`config.mk`:
```
export PLATFORM = sky130hd
export DESIGN_NAME = dds_sweep_ctrl
export DESIGN_NICKNAME = d
export VERILOG_FILES = /design/src/rtl/dds_sweep_ctrl.sv
export SDC_FILE = /design/constraint.sdc
export NUM_CORES = 1
export LEC_CHECK = 0
export BUFFER_PORTS_ARGS = -buffer_cell sky130_fd_sc_hd__buf_2
export CAP_MARGIN = 20
export CORE_MARGIN = 2
export CORE_UTILIZATION = 47
export CTS_CLUSTER_DIAMETER = 50
export CTS_CLUSTER_SIZE = 16
export DETAILED_ROUTE_END_ITERATION = 8
export GPL_TIMING_DRIVEN = 1
export PLACE_DENSITY = 0.65
export SLEW_MARGIN = 15
export SYNTH_ARGS = -nofsm -noshare
export SYNTH_HDL_FRONTEND = slang
export SYNTH_SLANG_ARGS = --single-unit
```
`constraint.sdc`:
```
create_clock -name Clk -period 8.5 [get_ports Clk]
set_input_delay 0.85 -clock Clk [delete_from_list [all_inputs] [get_ports Clk]]
set_output_delay 0.85 -clock Clk [all_outputs]
set_load 0.01 [all_outputs]
```
`src/rtl/dds_sweep_ctrl.sv`:
```
// Frequency-sweep controller for a DDS core: steps a registered frequency word
// between two captured bounds in single, sawtooth or triangle fashion.
`timescale 1ns/1ps
module dds_sweep_ctrl #(
    parameter int          FW    = 32,
    parameter int          PW    = 12,
    parameter int          DW    = 24,
    parameter logic [FW-1:0] F_RST = 8589935
) (
    input  logic          Clk,
    input  logic          Reset_n,
    input  logic          Start,
    input  logic          Stop,
    input  logic [1:0]    Sweep_Mode,
    input  logic [FW-1:0] F_Start,
    input  logic [FW-1:0] F_Stop,
    input  logic [FW-1:0] F_Step,
    input  logic [DW-1:0] Dwell,
    input  logic [PW-1:0] Pword_In,
    output logic [FW-1:0] Fword,
    output logic [PW-1:0] Pword,
    output logic          Upd,
    output logic          Busy,
    output logic          Done,
    output logic          Cfg_Err
);

    typedef enum logic {IDLE, RUN} state_t;

    localparam logic DIR_UP   = 1'b0;
    localparam logic DIR_DOWN = 1'b1;

    state_t        state;
    logic          dir;
    logic [DW-1:0] cnt;

    logic [FW-1:0] f_start_s;
    logic [FW-1:0] f_stop_s;
    logic [FW-1:0] f_step_s;
    logic [DW-1:0] dwell_s;
    logic [1:0]    mode_s;

    logic [FW-1:0] step_f;
    logic          step_dir;
    logic          sweep_end;
    logic          cfg_ok;

    // Sum at FW+1 bits so a carry out of the top is seen and clamped, not wrapped.
    function automatic logic [FW-1:0] sat_add(input logic [FW-1:0] a,
                                              input logic [FW-1:0] b,
                                              input logic [FW-1:0] hi);
        logic [FW:0] s;
        s = {1'b0, a} + {1'b0, b};
        if (s >= {1'b0, hi})
            return hi;
        return s[FW-1:0];
    endfunction

    // A set MSB of the FW+1 bit difference marks a borrow (result below zero).
    function automatic logic [FW-1:0] sat_sub(input logic [FW-1:0] a,
                                              input logic [FW-1:0] b,
                                              input logic [FW-1:0] lo);
        logic [FW:0] d;
        d = {1'b0, a} - {1'b0, b};
        if (d[FW] || (d[FW-1:0] <= lo))
            return lo;
        return d[FW-1:0];
    endfunction

    assign cfg_ok = (F_Step != '0) && (F_Stop >= F_Start);

    always_comb begin
        step_f    = Fword;
        step_dir  = dir;
        sweep_end = 1'b0;
        if (dir == DIR_UP) begin
            if (Fword != f_stop_s) begin
                step_f = sat_add(Fword, f_step_s, f_stop_s);
            end else begin
                case (mode_s)
                    2'd1: step_f = f_start_s;
                    2'd2: begin
                        step_dir = DIR_DOWN;
                        step_f   = sat_sub(f_stop_s, f_step_s, f_start_s);
                    end
                    default: sweep_end = 1'b1;
                endcase
            end
        end else begin
            if (Fword != f_start_s) begin
                step_f = sat_sub(Fword, f_step_s, f_start_s);
            end else begin
                step_dir = DIR_UP;
                step_f   = sat_add(f_start_s, f_step_s, f_stop_s);
            end
        end
    end

    always_ff @(posedge Clk or negedge Reset_n) begin
        if (!Reset_n) begin
            state     <= IDLE;
            dir       <= DIR_UP;
            cnt       <= '0;
            f_start_s <= '0;
            f_stop_s  <= '0;
            f_step_s  <= '0;
            dwell_s   <= '0;
            mode_s    <= '0;
            Fword     <= F_RST;
            Pword     <= '0;
            Upd       <= 1'b0;
            Busy      <= 1'b0;
            Done      <= 1'b0;
            Cfg_Err   <= 1'b0;
        end else begin
            Upd     <= 1'b0;
            Done    <= 1'b0;
            Cfg_Err <= 1'b0;
            case (state)
                IDLE: begin
                    // Stop wins over a simultaneous Start, so the pair does nothing here.
                    if (Start && !Stop) begin
                        if (cfg_ok) begin
                            f_start_s <= F_Start;
                            f_stop_s  <= F_Stop;
                            f_step_s  <= F_Step;
                            dwell_s   <= Dwell;
                            mode_s    <= Sweep_Mode;
                            Fword     <= F_Start;
                            Pword     <= Pword_In;
                            cnt       <= '0;
                            dir       <= DIR_UP;
                            Upd       <= 1'b1;
                            Busy      <= 1'b1;
                            state     <= RUN;
                        end else begin
                            Cfg_Err <= 1'b1;
                        end
                    end
                end
                RUN: begin
                    if (Stop) begin
                        Busy  <= 1'b0;
                        state <= IDLE;
                    end else if (cnt == dwell_s) begin
                        cnt <= '0;
                        if (sweep_end) begin
                            Busy  <= 1'b0;
                            Done  <= 1'b1;
                            state <= IDLE;
                        end else begin
                            Fword <= step_f;
                            dir   <= step_dir;
                            Upd   <= (step_f != Fword);
                        end
                    end else begin
                        cnt <= cnt + 1'b1;
                    end
                end
                default: state <= IDLE;
            endcase
        end
    end

endmodule

```
# Yosys cells after proc, flatten, opt, wreduce, memory -nomap -nowiden
# Cells that the tools add are included.
[op_classes] muxes=72 eq_ne=13 magnitude_cmp=5 addsub=5 bitwise_logic=1 n_reduce_logical=11
[op_table] operator="$mux 32" count=16
[op_table] operator="$pmux 32 s2" count=2
[op_table] operator="$mux 24" count=4
[op_table] operator="$ne 32x32->1" count=3
[op_table] operator="$add 32x32->33" count=2
[op_table] operator="$ge 33x32->1" count=2
[op_table] operator="$sub 32x32->33" count=2
[op_table] operator="$le 32x32->1" count=2
[op_table] operator="$pmux 24 s2" count=1
[op_table] operator="$mux 1" count=45
[op_table] operator="$ge 32x32->1" count=1
[op_table] operator="$reduce_bool 32->1" count=1
[op_table] operator="$add 24x1->24 const B" count=1
[op_table] operator="$eq 24x24->1" count=1
[op_table] operator="$ne 2x2->1 const B" count=4
[op_table] operator="$pmux 1 s2" count=4
[op_table] operator="$ne 3x2->1 const B" count=2
[op_table] operator="$reduce_and 3->1" count=2
[op_table] operator="$reduce_and 5->1" count=1
[op_table] operator="$reduce_and 4->1" count=1
[op_table] operator="$eq 2x1->1 const B" count=1
[op_table] operator="$eq 2x2->1 const B" count=1
[op_table] operator="$logic_and 1x1->1" count=2
[op_table] operator="$logic_or 1x1->1" count=2
[op_table] operator="4 further kinds" count=4
[word_totals] inputBits=138 out_inout_bits=48 reg_bits=196

# Logic depth before layout (Yosys ltp)
[depth] word_depth=16 depth_mapped=30 mapped_depth_nobuf=25

# Worst setup path after synthesis
# Ideal clock, no wire load.
[synth_path] path_type="flip-flop to flip-flop" start="register Fword[0]" end="register Upd" setup_ns=0.142 path_buffers=2 path_stages_with_launch=28 t_arrival_ns=5.776 period_less_slack_ns=5.919 path_slack_ns=2.581 cell_sequence="dfstp_2 -> clkbuf_1 -> inv_1 -> ha_1 -> inv_1 -> fa_1 -> a211oi_1 -> o311ai_1 -> a22oi_1 -> a211o_1 -> or2_2 -> a32o_1 -> xnor2_1 -> ha_1 -> nand4_1 -> nor3_1 -> nand3_1 -> or3_1 -> o21a_1 -> buf_2 -> nand2_1 -> nor2_1 -> a22o_1 -> or3_1 -> a2111oi_2 -> nand4_1 -> nor4_1 -> a41oi_1"
[synth_between] elab_chain_cells=14 word_cells_on_any_way=26 classes_between="add/sub (2); order compare (2); eq/ne (3); mux (18); reduce/logical (1)"
[synth_rtl] item="start: declaration" line="20" text="output logic [FW-1:0] Fword,"
[synth_rtl] item="start signal: assignment" line="129" text="Fword <= F_Start;"
[synth_rtl] item="start signal: assignment" line="152" text="Fword <= step_f;"
[synth_rtl] item="$sub 32x32->33" line="64" text="d = {1'b0, a} - {1'b0, b};"
[synth_rtl] item="$le 32x32->1" line="65" text="if (d[FW] || (d[FW-1:0] <= lo))"
[synth_rtl] item="$logic_or 1x1->1" line="65"
[synth_rtl] item="$mux 1" line="65"
[synth_rtl] item="$mux 1" line="90" text="if (Fword != f_start_s) begin"
[synth_rtl] item="$mux 1" line="76" text="if (dir == DIR_UP) begin"
[synth_rtl] item="$mux 32" line="67" text="return d[FW-1:0];"
[synth_rtl] item="$mux 32" line="90"
[synth_rtl] item="$mux 32" line="76"
[synth_rtl] item="$ne 32x32->1" line="154" text="Upd <= (step_f != Fword);"
[synth_rtl] item="$mux 1 (*)" line="147" text="if (sweep_end) begin"
[synth_rtl] item="$mux 1 (*)" line="145" text="end else if (cnt == dwell_s) begin"
[synth_rtl] item="$mux 1 (*)" line="142" text="if (Stop) begin"
[synth_rtl] item="$pmux 1 s2 (*)" line="119" text="case (state)"
[synth_rtl] item="end signal: assignment" line="154"
[synth_rtl] item="end: declaration" line="22" text="output logic Upd,"
# Mark *: on every way between the ends. The rest lies on a longest branch, timed or not. The select of a mux whose other input is x is not followed.
# A chain may end at the register's enable or synchronous reset.

# Final worst setup path
# Ends and elaborated chain as after synthesis.

==> results by group <==
Run status
  • Status: complete, no violations

Die
  • Core area: 0.0486 mm2
  • IO Count: 186
  • Starting density of the core: 47.3%
  • # rows: 81
  • Die W: 225 um
  • Die height: 225 um
  • Die area: 0.0507 mm2

Clocking
  • Root buffer cell: clkbuf_16
  • Clk sinks: between 150 and 200
  • Max Root-Sink Buffers: 2
  • Postcts setup bufs: 0
  • Worst-skew pair later-pin latency: 520 ps
  • CTS tree: built
  • Clock slew at reported path FFs: 100 ps
  • Htree depth: 4
  • CTS buffer count: 17

STA
  • Final Setup Violations: 0
  • Worst hold slack: between 300 and 400 ps
  • RSZ-0062 raised after global routing: no
  • Final min period: 8360 ps
  • Worst-margin pin slew: 1100 ps
  • Rel. slew slack: 26.6%
  • Final hold vios: 0
  • Tcrit/Tclk final: 98.4%
  • FMAX: 0.120 GHz
  • Slew Limit Fails: 0
  • Worst Clk Skew: 22.4 ps

Global routing
  • Grt total ovfl: 0
  • GRT Overall Usage: 42.6%
  • Antenna violations before repair: 3
  • Largest net degree at the start of global routing: between 80 and 90
  • First-pass GRT wire length: about 160,000 um
  • Vias in the first global route: 23,000

Finish
  • Layout cell share with drive strength beyond 1: 15.7%
  • Leading cell type in the layout, fill and taps excluded: ha_1
  • Commonest non-fill, non-tap cells in the layout: 291 x ha_1, 231 x a21oi_1, 223 x o21ai_0
  • Net count, final: 3,408
  • Post-route cell area: 0.0255 mm2
  • Area grow syn2layout: 10.6%
  • Fin util: a little over half

Place
  • Placed Area: ~0.025 mm2
  • Port Buffers: 185
  • Placer congestion estimate: roughly 1.1
  • DP Wirelength: between 80,000 and 90,000 um

Critical path
  • Worst r2r src: Fword[0]
  • Crit end category: register
  • Max incr delay on CP: 630 ps
  • CP Max Fanout: 17
  • CP startpoint: Fword[0]
  • Arr. time, crit path: 8720 ps
  • Buf/Inv on CP: 4
  • Slowest-stage cell, CP: dfstp_2
  • Worst setup SP type: register
  • Cell family with most CP delay: simple AND/OR/NAND/NOR gates
  • Setup CP Type: reg -> reg
  • Worst EP required: 8860 ps

Route
  • Antenna Violating Nets Remaining: 0
  • DR WL/cell: 30.2 um
  • Number of detailed-route iterations in the first pass: 6
  • Via/cell ratio: 6.74
  • DRC viols: 0
  • DR vias: 24,300
  • Drt initial violations: 3,190
  • Final WL: 109,000 um

Yosys
  • FF+latch count, synth: 196
  • Async SR Flop Fraction: 100%
  • Synth Warn #: 0
  • Sequential cell area fraction in the yosys report: 21.4%
  • Synthesized area: 0.0230 mm2
  • Syn Inst Count: 2,834
  • Main synth FF type: dfrtp_1
  • Avg Inst Size Synth: around 8 um2
  • Mapped Nets: 3,267
  • Post-synth EDFFs: 0
  • Synth unique cells: 103

Run
  • Maxcap violations: 0

Worst hold path
  • Worst Hold Class: in -> async
[final timing paths]
check / endpoint / slack [ps] / cells after the start
max: Upd / 140 / 27
min: f_step_s[21] / 300 / 1
max reg2reg: Upd / 140 / 27
min reg2reg: Cfg_Err / 500 / 1
max in group asynchronous: state / 6650 / 2
min in group Clk: Cfg_Err / 500 / 1
[Yosys cell counts, types with 15 or more instances]
library cell | instances | share of area, %
a221oi_1 | 31 | 1.2
nand3_1 | 74 | 1.6
and3_1 | 26 | 0.71
buf_2 | 34 | 0.74
nand2b_1 | 26 | 0.71
a21oi_1 | 231 | 5.0
o21ai_0 | 223 | 4.9
xor2_1 | 87 | 3.3
a31oi_1 | 17 | 0.46
ha_1 | 291 | 16
o22ai_1 | 15 | 0.41
mux2i_1 | 20 | 0.87
a211oi_1 | 50 | 1.6
a221o_1 | 16 | 0.70
nand4_1 | 59 | 1.6
nor2b_1 | 20 | 0.54
o211ai_1 | 32 | 1.0
mux2_2 | 107 | 5.2
o21bai_1 | 20 | 0.65
o21a_1 | 19 | 0.62
a21o_1 | 54 | 1.8
dfrtp_1 | 185 | 20
xnor2_1 | 145 | 5.5
nor4_1 | 37 | 1.0
clkbuf_1 | 95 | 1.6
inv_1 | 198 | 3.2
nor2_1 | 179 | 2.9
or3_1 | 23 | 0.63
o31ai_1 | 28 | 0.91
nand2_1 | 206 | 3.4
and2_1 | 16 | 0.44
nor3_1 | 51 | 1.1
[logic make-up after synthesis]
logic type               count (synthesis)  share of synthesized area [%]
multiplexers                           127                           6.11
AND/OR/NAND/NOR                        758                           16.1
AO/OA/AOI/OAI                          884                           25.5
XOR/XNOR                               232                           8.83
adder cells (fa/ha/maj)                295                           16.2
buffers and inverters                  342                           5.89
flip-flops                             196                           21.4
[through the flow]
stage | setup WS, ps | setup TNS [ps] | cells
after global routing | 45.7 | 0 | 3610
after CTS | 3.98 | 0 | 3610
after floorplan | 2580 | 0 | 2834
after global placement | -467 | -501 | 3578
final | 137 | 0 | 3611
after detailed placement | -525 | -553 | 3578
[per-layer routing]
layer	vias up	wire length (um)	track usage (%)	part of all wire, %
li1	10700	-	-	-
met1	11900	46300	59.9	42
met2	1548	44100	60.3	40
met3	187	13900	13.2	13
met4	4	4660	17.0	4.3
met5	-	64	0.782	0.059
[area by class of cell]
class	count	area (um2)
diodes	1	2.50
multi-input cells	2296	16800
flip-flops and latches	196	4920
repair buffers	263	1550
clock buffers	17	425
inverters	201	754
well taps	622	778
fillers	4742	23200
clock inverters	15	236
[sequential cells by signal (all words and copies together) (netlist names), 2 cells and up]
register	flops
Fword	32
f_start_s	32
f_step_s	32
f_stop_s	32
cnt	24
dwell_s	24
Pword	12
mode_s	2
[repair_timing]
action,in CTS,in global routing
endpoints found under the setup margin,2,2
gates resized for setup,5,4
hold buffers,0,0
Power is left out: the tool's default activity adds up to more than one toggle a clock period on the data nets, which glitch-free logic cannot reach.
